<file path="config.mk">
export PLATFORM = sky130hd
export DESIGN_NAME = vc_distributor_flat
export DESIGN_NICKNAME = d
export VERILOG_FILES = /design/src/rtl/vc_dist_pkg.sv /design/src/rtl/vc_distributor_if.sv /design/src/rtl/vc_occ_counter.sv /design/src/rtl/vc_distributor.sv /design/src/flat_wrapper.sv
export SDC_FILE = /design/constraint.sdc
export NUM_CORES = 1
export LEC_CHECK = 0
export ABC_AREA = 0
export BUFFER_PORTS_ARGS = -buffer_cell sky130_fd_sc_hd__buf_4
export CORE_MARGIN = 1.5
export CORE_UTILIZATION = 52
export CTS_CLUSTER_SIZE = 16
export DETAILED_ROUTE_END_ITERATION = 12
export PLACE_DENSITY = 0.88
export SYNTH_ARGS = -nofsm -noshare
export SYNTH_HDL_FRONTEND = slang
export SYNTH_SLANG_ARGS = --single-unit
</file>
<file path="constraint.sdc">
create_clock -name clk -period 4.1 [get_ports clk]
set_clock_uncertainty 0.15 [all_clocks]
set_input_delay 0.205 -clock clk [delete_from_list [all_inputs] [get_ports clk]]
set_output_delay 0.205 -clock clk [all_outputs]
set_load 0.01 [all_outputs]
</file>
<file path="src/rtl/vc_dist_pkg.sv">
// vc_dist_pkg: shared state encoding, width defaults and VC select constants
package vc_dist_pkg;
  localparam int DATA_W_DEF = 6;
  localparam int OCC_W_DEF = 4;
  localparam int DEPTH_DEF = 8;
  localparam int VC_SEL = DATA_W_DEF - 1;
  localparam logic VC0 = 1'b0;
  localparam logic VC1 = 1'b1;
  typedef enum logic [1:0] {
    ST_RESET  = 2'd0,
    ST_INIT   = 2'd1,
    ST_IDLE   = 2'd2,
    ST_ACTIVE = 2'd3
  } state_t;
endpackage

</file>
<file path="src/rtl/vc_distributor_if.sv">
// vc_distributor_if: upstream stream plus VC FIFO write/pop signals
//   slave  (distributor): data_in/valid_in/vcX_pop in; ready_out/vcX_push/vcX_data/vcX_almost_full out
//   master (environment): the mirror image
interface vc_distributor_if import vc_dist_pkg::*; #(parameter int DATA_W = DATA_W_DEF);
  logic [DATA_W-1:0] data_in;
  logic valid_in;
  logic ready_out;
  logic vc0_pop;
  logic vc1_pop;
  logic vc0_push;
  logic vc1_push;
  logic [DATA_W-1:0] vc0_data;
  logic [DATA_W-1:0] vc1_data;
  logic vc0_almost_full;
  logic vc1_almost_full;
  modport slave (
    input data_in, valid_in, vc0_pop, vc1_pop,
    output ready_out, vc0_push, vc1_push, vc0_data, vc1_data, vc0_almost_full, vc1_almost_full
  );
  modport master (
    output data_in, valid_in, vc0_pop, vc1_pop,
    input ready_out, vc0_push, vc1_push, vc0_data, vc1_data, vc0_almost_full, vc1_almost_full
  );
endinterface

</file>
<file path="src/rtl/vc_occ_counter.sv">
// vc_occ_counter: per-VC occupancy tracker with registered almost-full and sticky underflow
//   in : clk, reset, en (pops counted), push, pop, thr (threshold in effect next cycle)
//   out: occ_d (next occupancy), almost_full, underflow
module vc_occ_counter #(parameter int OCC_W = 4) (
  input  logic clk,
  input  logic reset,
  input  logic en,
  input  logic push,
  input  logic pop,
  input  logic [OCC_W-1:0] thr,
  output logic [OCC_W-1:0] occ_d,
  output logic almost_full,
  output logic underflow
);
  logic [OCC_W-1:0] occ;
  logic pop_ok;
  assign pop_ok = en && pop && occ != '0;
  assign occ_d = occ + OCC_W'(push) - OCC_W'(pop_ok);
  always_ff @(posedge clk) begin
    if (reset) begin
      occ <= '0;
      almost_full <= 1'b0;
      underflow <= 1'b0;
    end else begin
      occ <= occ_d;
      almost_full <= occ_d >= thr;
      underflow <= underflow || (en && pop && occ == '0);
    end
  end
endmodule

</file>
<file path="src/rtl/vc_distributor.sv">
// vc_distributor: steers an input word stream into VC0/VC1 FIFOs by class bit with almost-full stall
//   in : clk, reset (sync, active-high), init, cfg_af_thr, bus.slave (stream in, pops)
//   out: bus.slave (ready, pushes, data, almost-full), idle, err_underflow, state
//   VC_CNT_EN: adds vc0_count/vc1_count saturating push counters
module vc_distributor import vc_dist_pkg::*; #(
  parameter int DATA_W = DATA_W_DEF,
  parameter int FIFO_DEPTH = DEPTH_DEF,
  parameter int OCC_W = OCC_W_DEF
) (
  input  logic clk,
  input  logic reset,
  input  logic init,
  input  logic [OCC_W-1:0] cfg_af_thr,
  vc_distributor_if.slave bus,
  output logic idle,
  output logic err_underflow,
  output logic [1:0] state
`ifdef VC_CNT_EN
  ,
  output logic [7:0] vc0_count,
  output logic [7:0] vc1_count
`endif
);
  localparam logic [OCC_W-1:0] DEPTH = OCC_W'(FIFO_DEPTH);
  state_t st, st_d;
  logic hr_valid, hr_valid_d;
  logic [DATA_W-1:0] hr_data;
  logic [OCC_W-1:0] thr, thr_d, occ0_d, occ1_d;
  logic af0, af1, uf0, uf1, push0, push1, push_now, accept, cnt_en;
  assign push0 = hr_valid && hr_data[DATA_W-1] == VC0 && !af0 && st == ST_ACTIVE;
  assign push1 = hr_valid && hr_data[DATA_W-1] == VC1 && !af1 && st == ST_ACTIVE;
  assign push_now = push0 || push1;
  assign bus.ready_out = (st == ST_IDLE || st == ST_ACTIVE) && (!hr_valid || push_now);
  assign accept = bus.valid_in && bus.ready_out;
  assign bus.vc0_push = push0;
  assign bus.vc1_push = push1;
  assign bus.vc0_data = hr_data;
  assign bus.vc1_data = hr_data;
  assign bus.vc0_almost_full = af0;
  assign bus.vc1_almost_full = af1;
  assign idle = st == ST_IDLE;
  assign state = st;
  assign err_underflow = uf0 || uf1;
  assign cnt_en = st != ST_RESET;
  assign hr_valid_d = accept || (hr_valid && !push_now);
  // out-of-range thresholds fall back to the full depth so occupancy can never exceed it
  assign thr_d = st != ST_INIT ? thr : (cfg_af_thr == '0 || cfg_af_thr > DEPTH) ? DEPTH : cfg_af_thr;
  // ACTIVE leaves on next-cycle values so IDLE always implies empty hold and zero occupancy
  always_comb begin
    st_d = st;
    case (st)
      ST_RESET:  st_d = ST_INIT;
      ST_INIT:   st_d = init ? ST_INIT : ST_IDLE;
      ST_IDLE:   st_d = accept ? ST_ACTIVE : init ? ST_INIT : ST_IDLE;
      ST_ACTIVE: st_d = (!hr_valid_d && occ0_d == '0 && occ1_d == '0) ? ST_IDLE : ST_ACTIVE;
      default:   st_d = ST_RESET;
    endcase
  end
  always_ff @(posedge clk) begin
    if (reset) begin
      st <= ST_RESET;
      hr_valid <= 1'b0;
      hr_data <= '0;
      thr <= DEPTH;
    end else begin
      st <= st_d;
      hr_valid <= hr_valid_d;
      hr_data <= accept ? bus.data_in : hr_data;
      thr <= thr_d;
    end
  end
  vc_occ_counter #(.OCC_W(OCC_W)) u_occ0 (
    .clk(clk), .reset(reset), .en(cnt_en), .push(push0), .pop(bus.vc0_pop),
    .thr(thr_d), .occ_d(occ0_d), .almost_full(af0), .underflow(uf0)
  );
  vc_occ_counter #(.OCC_W(OCC_W)) u_occ1 (
    .clk(clk), .reset(reset), .en(cnt_en), .push(push1), .pop(bus.vc1_pop),
    .thr(thr_d), .occ_d(occ1_d), .almost_full(af1), .underflow(uf1)
  );
`ifdef VC_CNT_EN
  logic cnt_clr;
  assign cnt_clr = st_d == ST_INIT && st != ST_INIT;
  always_ff @(posedge clk) begin
    if (reset || cnt_clr) begin
      vc0_count <= '0;
      vc1_count <= '0;
    end else begin
      vc0_count <= (push0 && vc0_count != 8'hff) ? vc0_count + 8'd1 : vc0_count;
      vc1_count <= (push1 && vc1_count != 8'hff) ? vc1_count + 8'd1 : vc1_count;
    end
  end
`endif
endmodule

</file>
<file path="src/flat_wrapper.sv">
// flat-port wrapper written by rule: the top's interface ports become plain ports
module vc_distributor_flat import vc_dist_pkg::*;
#(
  parameter int DATA_W = DATA_W_DEF,
  parameter int FIFO_DEPTH = DEPTH_DEF,
  parameter int OCC_W = OCC_W_DEF
)
  (clk, reset, init, cfg_af_thr, idle, err_underflow, state, bus_data_in, bus_valid_in, bus_vc0_pop, bus_vc1_pop, bus_ready_out, bus_vc0_push, bus_vc1_push, bus_vc0_data, bus_vc1_data, bus_vc0_almost_full, bus_vc1_almost_full);
  vc_distributor_if #(.DATA_W(DATA_W)) bus_i ();
  input  logic clk;
  input  logic reset;
  input  logic init;
  input  logic [OCC_W-1:0] cfg_af_thr;
  output logic idle;
  output logic err_underflow;
  output logic [1:0] state;
  input wire logic [$bits(bus_i.data_in)-1:0] bus_data_in;
  input wire logic [$bits(bus_i.valid_in)-1:0] bus_valid_in;
  input wire logic [$bits(bus_i.vc0_pop)-1:0] bus_vc0_pop;
  input wire logic [$bits(bus_i.vc1_pop)-1:0] bus_vc1_pop;
  output wire logic [$bits(bus_i.ready_out)-1:0] bus_ready_out;
  output wire logic [$bits(bus_i.vc0_push)-1:0] bus_vc0_push;
  output wire logic [$bits(bus_i.vc1_push)-1:0] bus_vc1_push;
  output wire logic [$bits(bus_i.vc0_data)-1:0] bus_vc0_data;
  output wire logic [$bits(bus_i.vc1_data)-1:0] bus_vc1_data;
  output wire logic [$bits(bus_i.vc0_almost_full)-1:0] bus_vc0_almost_full;
  output wire logic [$bits(bus_i.vc1_almost_full)-1:0] bus_vc1_almost_full;
  assign bus_i.data_in = bus_data_in;
  assign bus_i.valid_in = bus_valid_in;
  assign bus_i.vc0_pop = bus_vc0_pop;
  assign bus_i.vc1_pop = bus_vc1_pop;
  assign bus_ready_out = bus_i.ready_out;
  assign bus_vc0_push = bus_i.vc0_push;
  assign bus_vc1_push = bus_i.vc1_push;
  assign bus_vc0_data = bus_i.vc0_data;
  assign bus_vc1_data = bus_i.vc1_data;
  assign bus_vc0_almost_full = bus_i.vc0_almost_full;
  assign bus_vc1_almost_full = bus_i.vc1_almost_full;
  vc_distributor #(.DATA_W(DATA_W), .FIFO_DEPTH(FIFO_DEPTH), .OCC_W(OCC_W)) u_core (.clk(clk), .reset(reset), .init(init), .cfg_af_thr(cfg_af_thr), .bus(bus_i), .idle(idle), .err_underflow(err_underflow), .state(state));
endmodule
</file>
## After elaboration in Yosys (flattened, before gate mapping)

Index checks and enable logic that the tools add are counted.

| cells by class | value |
|---|---|
| add/subtract/negate cells | 4 |
| magnitude comparators | 3 |
| eq/ne operators | 4 |
| mux-type cells | 6 |
| bitwise gates (word level) | 1 |
| reduce and logical (&&, ||, !) cells | 39 |

Operator list:

| operator | count |
|---|---|
| $logic_not 4->1 | 5 |
| $logic_and 1x1->1 | 17 |
| $add 4x1->4 | 2 |
| $ge 4x4->1 | 2 |
| $logic_or 1x1->1 | 8 |
| $mux 4 | 2 |
| $pmux 2 s4 | 1 |
| $reduce_bool 4->1 | 2 |
| $sub 4x1->4 | 2 |
| $logic_not 1->1 | 5 |
| $eq 2x2->1 const B | 2 |
| $gt 4x4->1 const B | 1 |
| $mux 2 | 2 |
| $eq 2x1->1 const B | 1 |
| $logic_not 2->1 | 1 |
| $ne 2x1->1 const B | 1 |
| $reduce_bool 2->1 | 1 |
| $mux 1 | 1 |
| $not 1->1 | 1 |

| storage, ports and cells | value |
|---|---|
| bits in registers | 25 |
| bits of input ports | 16 |
| output and inout bits | 21 |
| word-level logic and storage cells | 67 |

## Longest topological paths before layout

Gate-level depths: netlist (run 1).

| depth | value |
|---|---|
| word-level depth | 14 |
| gate-level depth with buffers | 15 |
| depth with buffers taken out | 15 |

## Hierarchy

A second synthesis (run 1) with hierarchy kept.

| second synthesis, totals | value |
|---|---|
| cell total of the unflattened synthesis | 179 |
| area, all modules | 1536.5 µm² |

By module, submodules not included:

| module | times used | cells an instance | area an instance (µm²) | sequential area each (µm²) |
|---|---|---|---|---|
| vc_occ_counter | 2 | 47 | 416.6 | 120.1 |
| vc_distributor | 1 | 85 | 703.2 | 260.2 |

## Worst setup path after synthesis (run 1)

Ideal clock, no wire load.

| timing path | value |
|---|---|
| path kind | reg-to-reg |
| start point | reg u_core.st[1], in the netlist u_core.state[1] |
| end point | reg u_core.st[0], in the netlist u_core.state[0] |
| library setup time | 120 ps |
| arrival time | 3075 ps |
| data required time | 3830 ps |
| setup slack | 755 ps |
| cell stages (with the launch flop) | 14 |
| buffers on the path | 1 |
| clock period less this slack | 3345 ps |
| cells stage by stage | dfxtp_1 -> buf_2 -> nand3_1 -> or3b_2 -> ha_1 -> inv_1 -> ha_1 -> inv_1 -> fa_1 -> inv_1 -> or4_4 -> nor3_2 -> nand3_1 -> o31a_1 |

| on the way | value |
|---|---|
| elaborated cells on any way between the ends | 31 |
| classes of those cells | add/sub: 4; eq/ne: 3; mux: 3; reduce/logical: 21 |

RTL lines:

| item | RTL line | source |
|---|---|---|
| start: declaration | vc_distributor.sv:25 | `state_t st, st_d;` |
| start signal: assignment | vc_distributor.sv:66 | `st <= st_d;` |
| $eq 2x2->1 / $reduce_bool 2->1 (equally long branches) | vc_distributor.sv:31, vc_distributor.sv:44 |  |
| $logic_and 1x1->1 (on tied branches) | vc_distributor.sv:31, vc_occ_counter.sv:17 |  |
| $add 4x1->4 / $logic_and 1x1->1 (equally long branches) | vc_occ_counter.sv:18, vc_occ_counter.sv:17 |  |
| $sub 4x1->4 * | vc_occ_counter.sv:18 | `assign occ_d = occ + OCC_W'(push) - OCC_W'(pop_ok);` |
| net u_core.occ1_d[1] | vc_distributor.sv:28 | `logic [OCC_W-1:0] thr, thr_d, occ0_d, occ1_d;` |
| $logic_not 4->1 * | vc_distributor.sv:55 | `ST_ACTIVE: st_d = (!hr_valid_d && occ0_d == '0 && occ1_d == '0) ? ST_IDLE : ST_ACTIVE;` |
| $logic_and 1x1->1 * | vc_distributor.sv:55 |  |
| $mux 1 * | vc_distributor.sv:55 |  |
| $pmux 2 s4 * | vc_distributor.sv:51 | `case (st)` |

The timed path passes the listed nets; every way through them passes the cells marked *.
A chain may end at the register's enable or synchronous reset.

## Worst setup path in the final report (run 1)

Ends and elaborated chain as after synthesis.

==> run summary, run 1 <==
STA puts the critical path data required time at 4.19 ns. Summed over all cells, the static leakage comes to 0.8654 nW. Max-cap violations in this run came to 0.

The layout cell share with drive strength beyond 1 came out at 22.89%. After layout, the worst setup slack is 0.5191 ns. The post-detailed-routing wire length is 3160 microns, and the fraction of registers with async set/reset is 0%.

After clock tree synthesis, the clock-pin slew on the worst setup and hold paths is 0.14 ns. After detailed routing, the number of remaining DRC violations is 0. Total negative slack for setup checks: 0 ns. In the synthesized netlist the dominant register cell turns out to be sky130_fd_sc_hd__dfxtp_1. The relative slew slack was 73.52%; the vertical die dimension was 56.13 microns. The filler cells instantiated in the layout total 226. The total overflow left after global routing is 0. For this run, the number of Yosys warnings is 0. The run finished with clean final reports. The logs give 1798 sq um for the summed area of non-filler cells in the final layout and 238 for the final net count. sky130_fd_sc_hd__dfxtp_1 takes more of the synthesized area than any other cell.

The logs give 1235 for the number of global-route vias before repair and 19 for the site row count. Across all hold checks on the routed design, the worst slack comes to 0.05312 ns. After synthesis, flip-flops and latches occupy 34.10% of the total area.

The wire-length estimate of the detail-placed layout is 2421 microns. After technology mapping, the gate count stands at 166. The worst setup slack before clock tree synthesis is 0.5679 ns. The initial detailed-routing violation count was 19; the slew at the pin with the worst max-slew slack was 0.3963 ns. The routed layout has 1191 vias. The number of hold buffers added after CTS was 6. Dividing the detail-routed via count by the number of cells gives 5.134. The count of TritonRoute iterations in the first routing pass was 7; the synthesized area divided by synthesized cell count was 8.841 sq um. At the later pin of the worst-skew pair, clock insertion delay measures 0.33 ns.

The completed layout was analyzed and its total power is 1.051 mW. The count of instances resized after the clock tree is built came out at 0. Across the VDD grid, the largest voltage drop is 0.3732 mV.

For the all-layer global routing usage, the log shows 21.34%. Measured along the x axis, the die boundary spans 56.13 microns. In this run the power density over the cells is 584.6 nW/um^2.

The share of synthesized area in the top cell type comes to 34.10%. Initial antenna violation count: 0. The tools report the type of element launching the critical path as a flop. sky130_fd_sc_hd__dfxtp_1 is the most common cell in the netlist. Port buffering added 36 buffers.

The finished layout holds 232 standard cells, fillers aside. The type of the most critical hold path was input pin to flop. 0 antenna diodes ended up in the layout. Buffer count from post-CTS setup fixing: 0. The number of buffers created by CTS is 3, and the arrival time at the worst endpoint is 3.67 ns. The area added between synthesis and finish came out at 22.51%. After layout, the minimum clock period comes to 3.581 ns. Yosys mapped a number of flops with a built-in enable equal to 0. TritonCTS built the clock tree. The final RePlAce weighted congestion is 0.9061.

Ranked by instance count, the synthesized netlist is headed by 25 x sky130_fd_sc_hd__dfxtp_1, 21 x sky130_fd_sc_hd__nor2_1, 19 x sky130_fd_sc_hd__inv_1, 18 x sky130_fd_sc_hd__ha_1, 11 x sky130_fd_sc_hd__a21oi_1. The area of the core was 2710 sq um; the maximum level of the CTS H-tree was 1. For the number of hold violations in the final report, the log shows 0. Clock tree synthesis found a total of 25 sinks. The largest net degree at the start of global routing is 26, and the number of stages on the worst hold path is 2.

The tree is rooted in a sky130_fd_sc_hd__clkbuf_4. The capturing element type of the critical path was a flop. The peak clock frequency supported by timing was 0.2793 GHz; the full die area was 3150 sq um. Once detail routing completed, the nets flagged for antenna violations numbered 0. During I/O placement, the number of pins put on the boundary was 37. The synthesized netlist contains 32 unique library cells. Depth of the worst register-to-register path: 12. Setup repair after global routing left no endpoint under its margin.

After detailed routing, the average wire length per cell comes to 13.62 microns. The setup-violating endpoint count in the final report was 0; the utilization of the core after routing was 66.34%. For the number of max-slew violations in the final report, the log shows 0. In this run, placement finished with an instance count of 222. When the netlist entered floorplanning its net count stood at 202. The initial core utilization was 54.16%. Summing all placed instances gives a cell area of 1710 sq um.

The worst setup path is of the flop to flop kind. Ranked by total cell area, the synthesized netlist is headed by sky130_fd_sc_hd__dfxtp_1 34%, sky130_fd_sc_hd__ha_1 15%, sky130_fd_sc_hd__nor2_1 5.4%, sky130_fd_sc_hd__inv_1 4.9%, sky130_fd_sc_hd__mux2i_1 4.1%. First-pass GRT wire length: 5368 microns.

The mapped netlist covers 1468 sq um. Maximum net fanout on the critical path: 13. The number of storage elements in the synthesis netlist is 25, and the buffer depth of the longest clock path is 2. Of the available clock period, the critical path in the final layout requires 87.34%.
-- final cells by class --
| type | instances | area (sq um) | area share (%) |
|---|---|---|---|
| clock inverter | 1 | 5.005 | 0.2784 |
| inverter | 19 | 71.32 | 3.967 |
| clock buffer | 3 | 22.52 | 1.253 |
| multi-input combinational | 111 | 829.5 | 46.14 |
| tap | 31 | 38.79 | 2.157 |
| timing repair buffer | 42 | 330.3 | 18.37 |
| sequential | 25 | 500.5 | 27.84 |
-- report_power, final --
part	switching, mW	internal (mW)	leakage (nW)
Sequential	0.0358	0.293	0.205
Combinational	0.312	0.295	0.643
Clock	0.0788	0.0367	0.0177
Total	0.426	0.625	0.865
-- worst paths after layout --
| path | startpoint | end | slack (ns) |
|---|---|---|---|
| hold / removal | reset | u_core.u_occ0.occ[0]$_SDFF_PP0_ | 0.05 |
| setup reg to reg | u_core.state[1]$_SDFF_PP0_ | u_core.state[0]$_SDFF_PP0_ | 0.52 |
| hold reg to reg | u_core.u_occ0.underflow$_SDFF_PP0_ | u_core.u_occ0.underflow$_SDFF_PP0_ | 0.34 |
| setup / recovery | u_core.state[1]$_SDFF_PP0_ | u_core.state[0]$_SDFF_PP0_ | 0.52 |
-- critical path, stage by stage (launching register included) --
cell                      delay, ns
sky130_fd_sc_hd__dfxtp_1       0.58
sky130_fd_sc_hd__nand3_1       0.13
sky130_fd_sc_hd__or3b_2        0.48
sky130_fd_sc_hd__ha_1          0.30
sky130_fd_sc_hd__inv_1         0.07
sky130_fd_sc_hd__ha_1          0.17
sky130_fd_sc_hd__inv_1         0.06
sky130_fd_sc_hd__fa_1          0.51
sky130_fd_sc_hd__inv_1         0.08
sky130_fd_sc_hd__or4_4         0.51
sky130_fd_sc_hd__nor3_2        0.12
sky130_fd_sc_hd__nand3_1       0.10
sky130_fd_sc_hd__o31a_1        0.24
-- logic make-up after synthesis --
family,share of synthesized area [%]
AOI/OAI and AO/OA,11.25
xor gates and xnor gates,2.387
adders and majority gates,18.76
buffers and inverters,9.378
DFF,34.10
muxes,4.092
and+or+nand+nor,20.04
-- flip-flops by register name (all words and copies together) (netlist names) --
name	count
u_core.u_occ1.almost_full	1
u_core.thr	4
u_core.hr_valid	1
u_core.u_occ0.occ	4
u_core.bus.vc0_data	6
u_core.state	2
u_core.u_occ1.occ	4
u_core.u_occ1.underflow	1
u_core.u_occ0.underflow	1
u_core.u_occ0.almost_full	1
-- layout by cell type (no fill, tap or decap), drive strengths merged --
| cell | count |
|---|---|
| dfxtp | 25 |
| nor2b | 8 |
| nor2 | 22 |
| xnor2 | 3 |
| clkbuf | 3 |
| a21boi | 2 |
| o31a | 1 |
| nand2b | 6 |
| fa | 2 |
| nand2 | 5 |
| a21o | 6 |
| xor2 | 1 |
| inv | 19 |
| clkinv | 1 |
| nor3b | 4 |
| or2 | 1 |
| or4 | 1 |
| maj3 | 1 |
| ha | 18 |
| nand3 | 4 |
| or3b | 1 |
| a21oi | 11 |
| dlygate4sd3 | 6 |
| buf | 36 |
| mux2i | 6 |
| o21a | 2 |
| or3 | 1 |
| nor3 | 2 |
| o21ai | 3 |
-- routing by layer --
layer	global-route usage, %	vias up	wire [microns]
met1	26.06	552	1430
met3	3.256	5	123
li1	-	603	-
met4	8.163	0	39
met5	0	-	0
met2	37.48	31	1566
No activity file was read; power rests on OpenSTA's default activity.
==> run 2: changes to the inputs <==
- PLACE_DENSITY: 0.88 -> 0.77
- clock period: 4.1 -> 3.4 ns (I/O delays scaled with it)
==> run 2 against run 1 <==
Against the previous run: cell area is 0.90% higher; sequential cell count unchanged; first-iteration DRC count is 37% lower; sequential share of layout area shrank 0.18 points; via count decreased by 0.34%; largest cell class unchanged.
==> run summary, run 2 (same netlist as run 1, synthesis figures left out) <==
The tools report the initial detailed-routing violation count as 12 (was 19). The run gives 1187 (was 1191) as the overall via count from detail_route. The tools report the type of element launching the critical path as a flop (unchanged). The final critical path time including I/O delays and setup came out at 3.279 ns (was 3.581 ns). The final hold slack is 0.03829 ns (was 0.05312 ns), and the maximum net fanout on the critical path is 4 (was 13).

Top library cells by usage in the layout, fill and taps aside: 38 x sky130_fd_sc_hd__buf_4, 24 x sky130_fd_sc_hd__dfxtp_1, 21 x sky130_fd_sc_hd__nor2_1 (was 36 x sky130_fd_sc_hd__buf_4, 25 x sky130_fd_sc_hd__dfxtp_1, 21 x sky130_fd_sc_hd__nor2_1). The final clock period utilization by the worst path works out to 96.44% (was 87.34%). For the largest net degree at the start of global routing, the log shows 26 (unchanged). The flow ran to the end, and the final reports show no timing, DRC or antenna violations. Detailed-route wire length per cell: 12.44 microns (was 13.62 microns). The tools report the critical hold path startpoint as reset (unchanged). The most crowded layer after global routing is met2 (unchanged). The run gives 25 (unchanged) as the number of clock sinks.

The most common cell after layout, fill and taps aside was sky130_fd_sc_hd__buf_4 (unchanged). The number of stages on the worst hold path was 2 (unchanged). The final RePlAce weighted congestion is 0.7923 (was 0.9061), and the area added between synthesis and finish is 23.61% (was 22.51%).

The vertical die dimension is 56.13 microns (unchanged). The buffer depth of the longest clock path was 2 (unchanged); the full die area was 3150 sq um (unchanged). The fraction of met2 tracks used by global routing is 36.13% (was 37.48%), and the flip-flop count of the largest register, all copies and words added is 6 (unchanged). Setup repair after global routing left no endpoint under its margin.

Startpoint of the worst setup timing path: u_core.hr_valid$_SDFF_PP0_ (was u_core.state[1]$_SDFF_PP0_). The utilization of the core after routing was 66.94% (was 66.34%); the number of ports placed on the die boundary was 37 (unchanged). TritonCTS built the clock tree. Count of buffers from port buffering: 36 (unchanged). The logs give 3 (unchanged) for the number of buffers created by CTS and 0.4228 mV (was 0.3732 mV) for the worst vdd rail ir drop. The run gives 3.36 ns (was 3.67 ns) as the arrival time at the worst endpoint. The number of vias per cell was 5.073 (was 5.134).

The power density relative to cell area works out to 686.6 nW/um^2 (was 584.6 nW/um^2). Capturing element type of the critical path: a flop (unchanged). The number of hold violations in the final report is 0 (unchanged). The global-route congestion overflow total was 0 (unchanged); the final net count was 240 (was 238). Relative slew slack: 76.05% (was 73.52%). The number of routed nets with antenna violations was 0 (unchanged). The type of the most critical hold path was input pin to flop (unchanged). The number of max-slew violations in the final report was 0 (unchanged); the buffer count from post-CTS setup fixing was 0 (unchanged). The clock root buffer was sky130_fd_sc_hd__clkbuf_4 (unchanged). The tools report the number of global-route vias before repair as 1195 (was 1235). The run gives 0.32 ns (was 0.33 ns) as the later-pin clock latency in the skew report. Die extent in x: 56.13 microns (unchanged). The slew at the pin with the worst max-slew slack is 0.3580 ns (was 0.3963 ns), and the final routed DRC violation total is 0 (unchanged). The path type of the worst setup path is flop to flop (unchanged). For the peak clock frequency supported by timing, the log shows 0.3050 GHz (was 0.2793 GHz).

The total power is 1.246 mW (was 1.051 mW). The global routing usage on met3 was 2.326% (was 3.256%); the global-route track usage on met1 was 25.11% (was 26.06%). The maximum level of the CTS H-tree was 1 (unchanged). The initial antenna violation count is 0 (unchanged), and the count of maximum capacitance violations is 0 (unchanged). The first-pass GRT wire length was 5071 microns (was 5368 microns); the total inserted antenna cells was 0 (unchanged).

The run gives 20.29% (was 21.34%) as the all-layer global routing usage. The depth of the worst register-to-register path is 12 (unchanged). The run gives 0 (unchanged) as the setup-violating endpoint count in the final report. The total negative slack for setup checks is 0 ns (unchanged). The logs give 19 (unchanged) for the site row count and 0.8760 nW (was 0.8654 nW) for the cell leakage power. The placed wire-length estimate is 2278 microns (was 2421 microns). The area of the core was 2710 sq um (unchanged); the count of TritonRoute iterations in the first routing pass was 4 (was 7).

The clock slew seen by the registers of the worst setup and hold paths is 0.14 ns (about the same). The run gives 54.16% (unchanged) as the initial core utilization. The tools report the required time of the worst setup path as 3.48 ns (was 4.19 ns). Beginning of the worst register-to-register path: u_core.hr_valid$_SDFF_PP0_ (was u_core.state[1]$_SDFF_PP0_). The layout cell share with drive strength beyond 1 is 24.14% (was 22.89%). For the post-detailed-routing wire length, the log shows 2912 microns (was 3160 microns).
==> run 2: through the flow <==
step	instances	cell area (sq um)	worst slack, ns
2_1_floorplan	166	1468	0.05526
3_3_place_gp	224	1725	0.1636
3_5_place_dp	224	1725	0.08303
4_1_cts	234	1813	0.05461
5_1_grt	234	1814	0.01401
6_report	234	1814	0.1211
==> run 2: worst max-delay path: stages (launching register included) <==
cell and delay [ns]:
sky130_fd_sc_hd__dfxtp_2 0.40, sky130_fd_sc_hd__nand3_1 0.09, sky130_fd_sc_hd__or3b_2 0.46, sky130_fd_sc_hd__ha_1 0.31, sky130_fd_sc_hd__inv_1 0.06, sky130_fd_sc_hd__ha_1 0.16, sky130_fd_sc_hd__inv_1 0.06, sky130_fd_sc_hd__fa_1 0.51
sky130_fd_sc_hd__inv_1 0.07, sky130_fd_sc_hd__or4_4 0.50, sky130_fd_sc_hd__nor3_2 0.11, sky130_fd_sc_hd__nand3_1 0.08, sky130_fd_sc_hd__o31a_1 0.23
==> run 2: where the power goes <==
group	switching, mW	internal (mW)	total [mW]
logic	0.372	0.355	0.726
registers	0.0339	0.354	0.388
clock network	0.0875	0.0440	0.132
==> run 2: final cells by class <==
type / instances / area [sq um]
well taps: 31 / 38.79
repair buffers: 44 / 345.3
clock buffers: 3 / 22.52
inverters: 19 / 71.32
clock inverters: 1 / 5.005
fillers: 225 / 895.9
flip-flops and latches: 25 / 501.7
multi-input cells: 111 / 829.5
==> run 2: worst paths after layout <==
| kind | end | slack, ns |
|---|---|---|
| worst max-delay path | u_core.state[0]$_SDFF_PP0_ | 0.12 |
| worst min-delay path | u_core.bus.vc0_data[4]$_SDFFE_PP0P_ | 0.04 |
| worst max register to register | u_core.state[0]$_SDFF_PP0_ | 0.12 |
| worst min register to register | u_core.u_occ0.underflow$_SDFF_PP0_ | 0.34 |
==> run 2: per-layer routing <==
| metal | up-vias | share of wire, % |
|---|---|---|
| li1 | 611 | - |
| met1 | 553 | 44 |
| met2 | 19 | 53 |
| met3 | 4 | 2.5 |
| met4 | 0 | 1.2 |
| met5 | - | 0 |
==> run 2: repair_timing <==
action / 4_1_cts / 5_1_grt
hold endpoints to repair: 6 / 0
gates resized for setup: 0 / 1
hold buffers: 6 / 0
setup endpoints to repair: 0 / 1
==> run 3: changes to the inputs <==
- CELL_PAD_IN_SITES_DETAIL_PLACEMENT: default -> 2
- CELL_PAD_IN_SITES_GLOBAL_PLACEMENT: default -> 2
- CORE_UTILIZATION: 52 -> 31
- PLACE_DENSITY: 0.77 -> 0.78
==> run 3 against run 2 <==
Against the previous run: via count rose by 4.0%; register-to-register slack improved by 0.06 ns; sequential share of layout area fell by 0.57 points; utilization fell by 25 points; sequential cell count did not move; sequential power rose by 1%; worst hold slack got worse by 0.015 ns; wire length rose by 39%; highest routed layer unchanged.
==> run summary, run 3 (same netlist as run 1, synthesis figures left out) <==
The path type of the worst setup path is flop to flop (unchanged). The area of the core is 4444 sq um (was 2710 sq um). The type of element launching the critical path was a flop (unchanged). The number of ports placed on the die boundary is 37 (unchanged), and the final net count is 239 (was 240).

For the buffer depth of the longest clock path, the log shows 2 (unchanged). The global-route track usage on met1 came out at 18.91% (was 25.11%). The summed area of non-filler cells in the final layout came out at 1862 sq um (was 1814 sq um). Number of vias per cell: 4.858 (was 5.073).

Depth of the worst register-to-register path: 12 (unchanged). Number of max-slew violations in the final report: 0 (unchanged). TritonCTS built the clock tree. The share of total power consumed by net switching is 40.86% (was 39.58%).

The final critical path time including I/O delays and setup came out at 3.224 ns (was 3.279 ns). The final routed DRC violation total came out at 0 (unchanged). The tools report the cell leakage power as 0.8804 nW (was 0.8760 nW).

The run gives 0.27 ns (was 0.32 ns) as the later-pin clock latency in the skew report. The tools report the required time of the worst setup path as 3.42 ns (was 3.48 ns). The layout cell share with drive strength beyond 1 works out to 24.75% (was 24.14%).

The largest net degree at the start of global routing was 26 (unchanged). The clock root buffer is sky130_fd_sc_hd__clkbuf_8 (was sky130_fd_sc_hd__clkbuf_4). The area added between synthesis and finish is 26.85% (was 23.61%). First-pass GRT wire length: 6582 microns (was 5071 microns). The number of standard cells in the layout, taps in and fillers out was 254 (was 234); the slew at the pin with the worst max-slew slack was 0.3930 ns (was 0.3580 ns).

The site row count was 24 (was 19); the flip-flop count of the largest register, all copies and words added was 6 (unchanged). Top library cells by usage in the layout, fill and taps aside: 38 x sky130_fd_sc_hd__buf_4, 24 x sky130_fd_sc_hd__dfxtp_1, 21 x sky130_fd_sc_hd__nor2_1 (unchanged). Setup repair after global routing left no endpoint under its margin. The count of TritonRoute iterations in the first routing pass was 6 (was 4); the global routing usage on met3 was 2.110% (was 2.326%).

Most crowded layer after global routing: met2 (unchanged). The capturing element type of the critical path was a flop (unchanged). The run gives 1382 (was 1195) as the number of global-route vias before repair. The number of hold violations in the final report was 0 (unchanged). The count of placed standard cells including taps was 245 (was 224); the initial detailed-routing violation count was 17 (was 12). The maximum net fanout on the critical path works out to 4 (unchanged).

The fraction of met2 tracks used by global routing came out at 32.92% (was 36.13%). The setup slack after layout is 0.1765 ns (was 0.1211 ns). The number of stages on the worst hold path is 3 (was 2), and the peak clock frequency supported by timing is 0.3102 GHz (was 0.3050 GHz). The run gives 57.3% (was 58.3%) as the share of power burned in combinational logic. The global-route congestion overflow total is 0 (unchanged), and the all-layer global routing usage is 16.74% (was 20.29%). The run gives 0 (unchanged) as the initial antenna violation count. The worst setup slack before clock tree synthesis came out at -0.02098 ns (was 0.08303 ns). The tools report the number of clock sinks as 25 (unchanged). Most common cell after layout, fill and taps aside: sky130_fd_sc_hd__buf_4 (unchanged).

The logs give 73.71% (was 76.05%) for the relative slew slack and 1752 sq um (was 1725 sq um) for the placement-stage cell area. The count of buffers from port buffering was 36 (unchanged); the internal portion of total power was 799.4 uW (was 752.6 uW). The initial core utilization came out at 33.02% (was 54.16%). The logs give 0 (unchanged) for the number of routed nets with antenna violations and 0 (unchanged) for the count of maximum capacitance violations. For the overall via count from detail_route, the log shows 1234 (was 1187).

The tools report the buffer count from post-CTS setup fixing as 0 (unchanged). Sequential fraction of design power: 29.0% (was 31.1%). The detailed-route wire length per cell was 15.95 microns (was 12.44 microns); the arrival time at the worst endpoint was 3.24 ns (was 3.36 ns). The logs give 0.7603 (was 0.7923) for the final RePlAce weighted congestion and 4051 microns (was 2912 microns) for the post-detailed-routing wire length. The full die area came out at 5156 sq um (was 3150 sq um).

The placed wire-length estimate came out at 3262 microns (was 2278 microns). The final clock period utilization by the worst path works out to 94.81% (was 96.44%). The flow ran to the end, and the final reports show no timing, DRC or antenna violations. The type of the most critical hold path is input pin to flop (unchanged). The worst vdd rail ir drop is 0.2373 mV (was 0.4228 mV), and the power density relative to cell area is 726.0 nW/um^2 (was 686.6 nW/um^2). The vertical die dimension was 71.81 microns (was 56.13 microns); the total inserted antenna cells was 0 (unchanged).

The reported net switching power is 552.3 uW (was 493.0 uW), and the maximum level of the CTS H-tree is 1 (unchanged). For the number of buffers created by CTS, the log shows 3 (unchanged). The setup-violating endpoint count in the final report was 0 (unchanged); the die extent in x was 71.81 microns (was 56.13 microns).

The clock slew seen by the registers of the worst setup and hold paths is 0.10 ns (was 0.14 ns). The run gives 0 ns (unchanged) as the total negative slack for setup checks. For the clock share of power, the log shows 13.7% (was 10.6%).
==> run 3: cell count changes in the layout (fill, tap and decap cells not counted) <==
cell / previous run / this run
sky130_fd_sc_hd__nor3b_2: 0 / 1
sky130_fd_sc_hd__or3b_4: 0 / 1
sky130_fd_sc_hd__clkbuf_8: 0 / 3
sky130_fd_sc_hd__clkbuf_4: 3 / 0
sky130_fd_sc_hd__dfxtp_2: 1 / 0
sky130_fd_sc_hd__dlygate4sd3_1: 6 / 5
sky130_fd_sc_hd__or3b_2: 1 / 0
sky130_fd_sc_hd__nor3b_1: 4 / 3
sky130_fd_sc_hd__dfxtp_4: 0 / 1
sky130_fd_sc_hd__clkinvlp_4: 0 / 1
sky130_fd_sc_hd__clkinv_2: 1 / 0
==> run 3: layout make-up <==
type | instances | area, sq um
fillers | 504 | 2582
multi-input cells | 111 | 837.1
well taps | 52 | 65.06
clock inverters | 1 | 7.507
clock buffers | 3 | 41.29
inverters | 19 | 71.32
repair buffers | 43 | 335.3
flip-flops and latches | 25 | 504.2
==> run 3: what timing repair did <==
item / CTS / global route
hold endpoints to repair: 4 / 1
hold buffers: 4 / 1
setup endpoints to repair: 1 / 2
resized for setup: 1 / 3
==> run 3: final timing paths <==
kind	from	to	slack [ns]
max reg2reg	u_core.hr_valid$_SDFF_PP0_	u_core.state[0]$_SDFF_PP0_	0.18
min	bus_data_in[5]	u_core.bus.vc0_data[5]$_SDFFE_PP0P_	0.02
max	u_core.hr_valid$_SDFF_PP0_	u_core.state[0]$_SDFF_PP0_	0.18
min reg2reg	u_core.u_occ1.underflow$_SDFF_PP0_	u_core.u_occ1.underflow$_SDFF_PP0_	0.34
==> run 3: worst max-delay path, cell delays in order (launching register included) <==
cell and delay (ns):
sky130_fd_sc_hd__dfxtp_4 0.38, sky130_fd_sc_hd__nand3_1 0.09, sky130_fd_sc_hd__or3b_4 0.40, sky130_fd_sc_hd__ha_1 0.31, sky130_fd_sc_hd__inv_1 0.06, sky130_fd_sc_hd__ha_1 0.15, sky130_fd_sc_hd__inv_1 0.06, sky130_fd_sc_hd__fa_1 0.50
sky130_fd_sc_hd__inv_1 0.07, sky130_fd_sc_hd__or4_4 0.51, sky130_fd_sc_hd__nor3_2 0.11, sky130_fd_sc_hd__nand3_1 0.09, sky130_fd_sc_hd__o31a_1 0.24
==> run 3: power by group through the flow <==
stage | Clock, mW | Sequential, mW | Combinational (mW)
floorplan | 0 | 0.393 | 0.536
global placement | 0 | 0.394 | 0.713
detailed placement | 0 | 0.398 | 0.774
CTS | 0.193 | 0.393 | 0.790
global route | 0.210 | 0.401 | 0.885
finish | 0.185 | 0.392 | 0.775
==> run 3: per-layer routing <==
| metal | vias to the layer above | part of all wire (%) |
|---|---|---|
| met4 | 0 | 0.32 |
| met1 | 606 | 41 |
| met5 | - | 0 |
| met2 | 19 | 56 |
| met3 | 2 | 2.2 |
| li1 | 607 | - |
==> run 3: stage by stage <==
stage                     hold slack [ns]  power, mW  util [%]
final                             0.02350      1.352     41.89
after global routing              0.02439      1.495     41.89
after global placement             0.2553      1.107     39.41
after floorplan                   0.09161     0.9291         -
after detailed placement           0.2695      1.172     39.41
after CTS                        0.001511      1.376     41.44
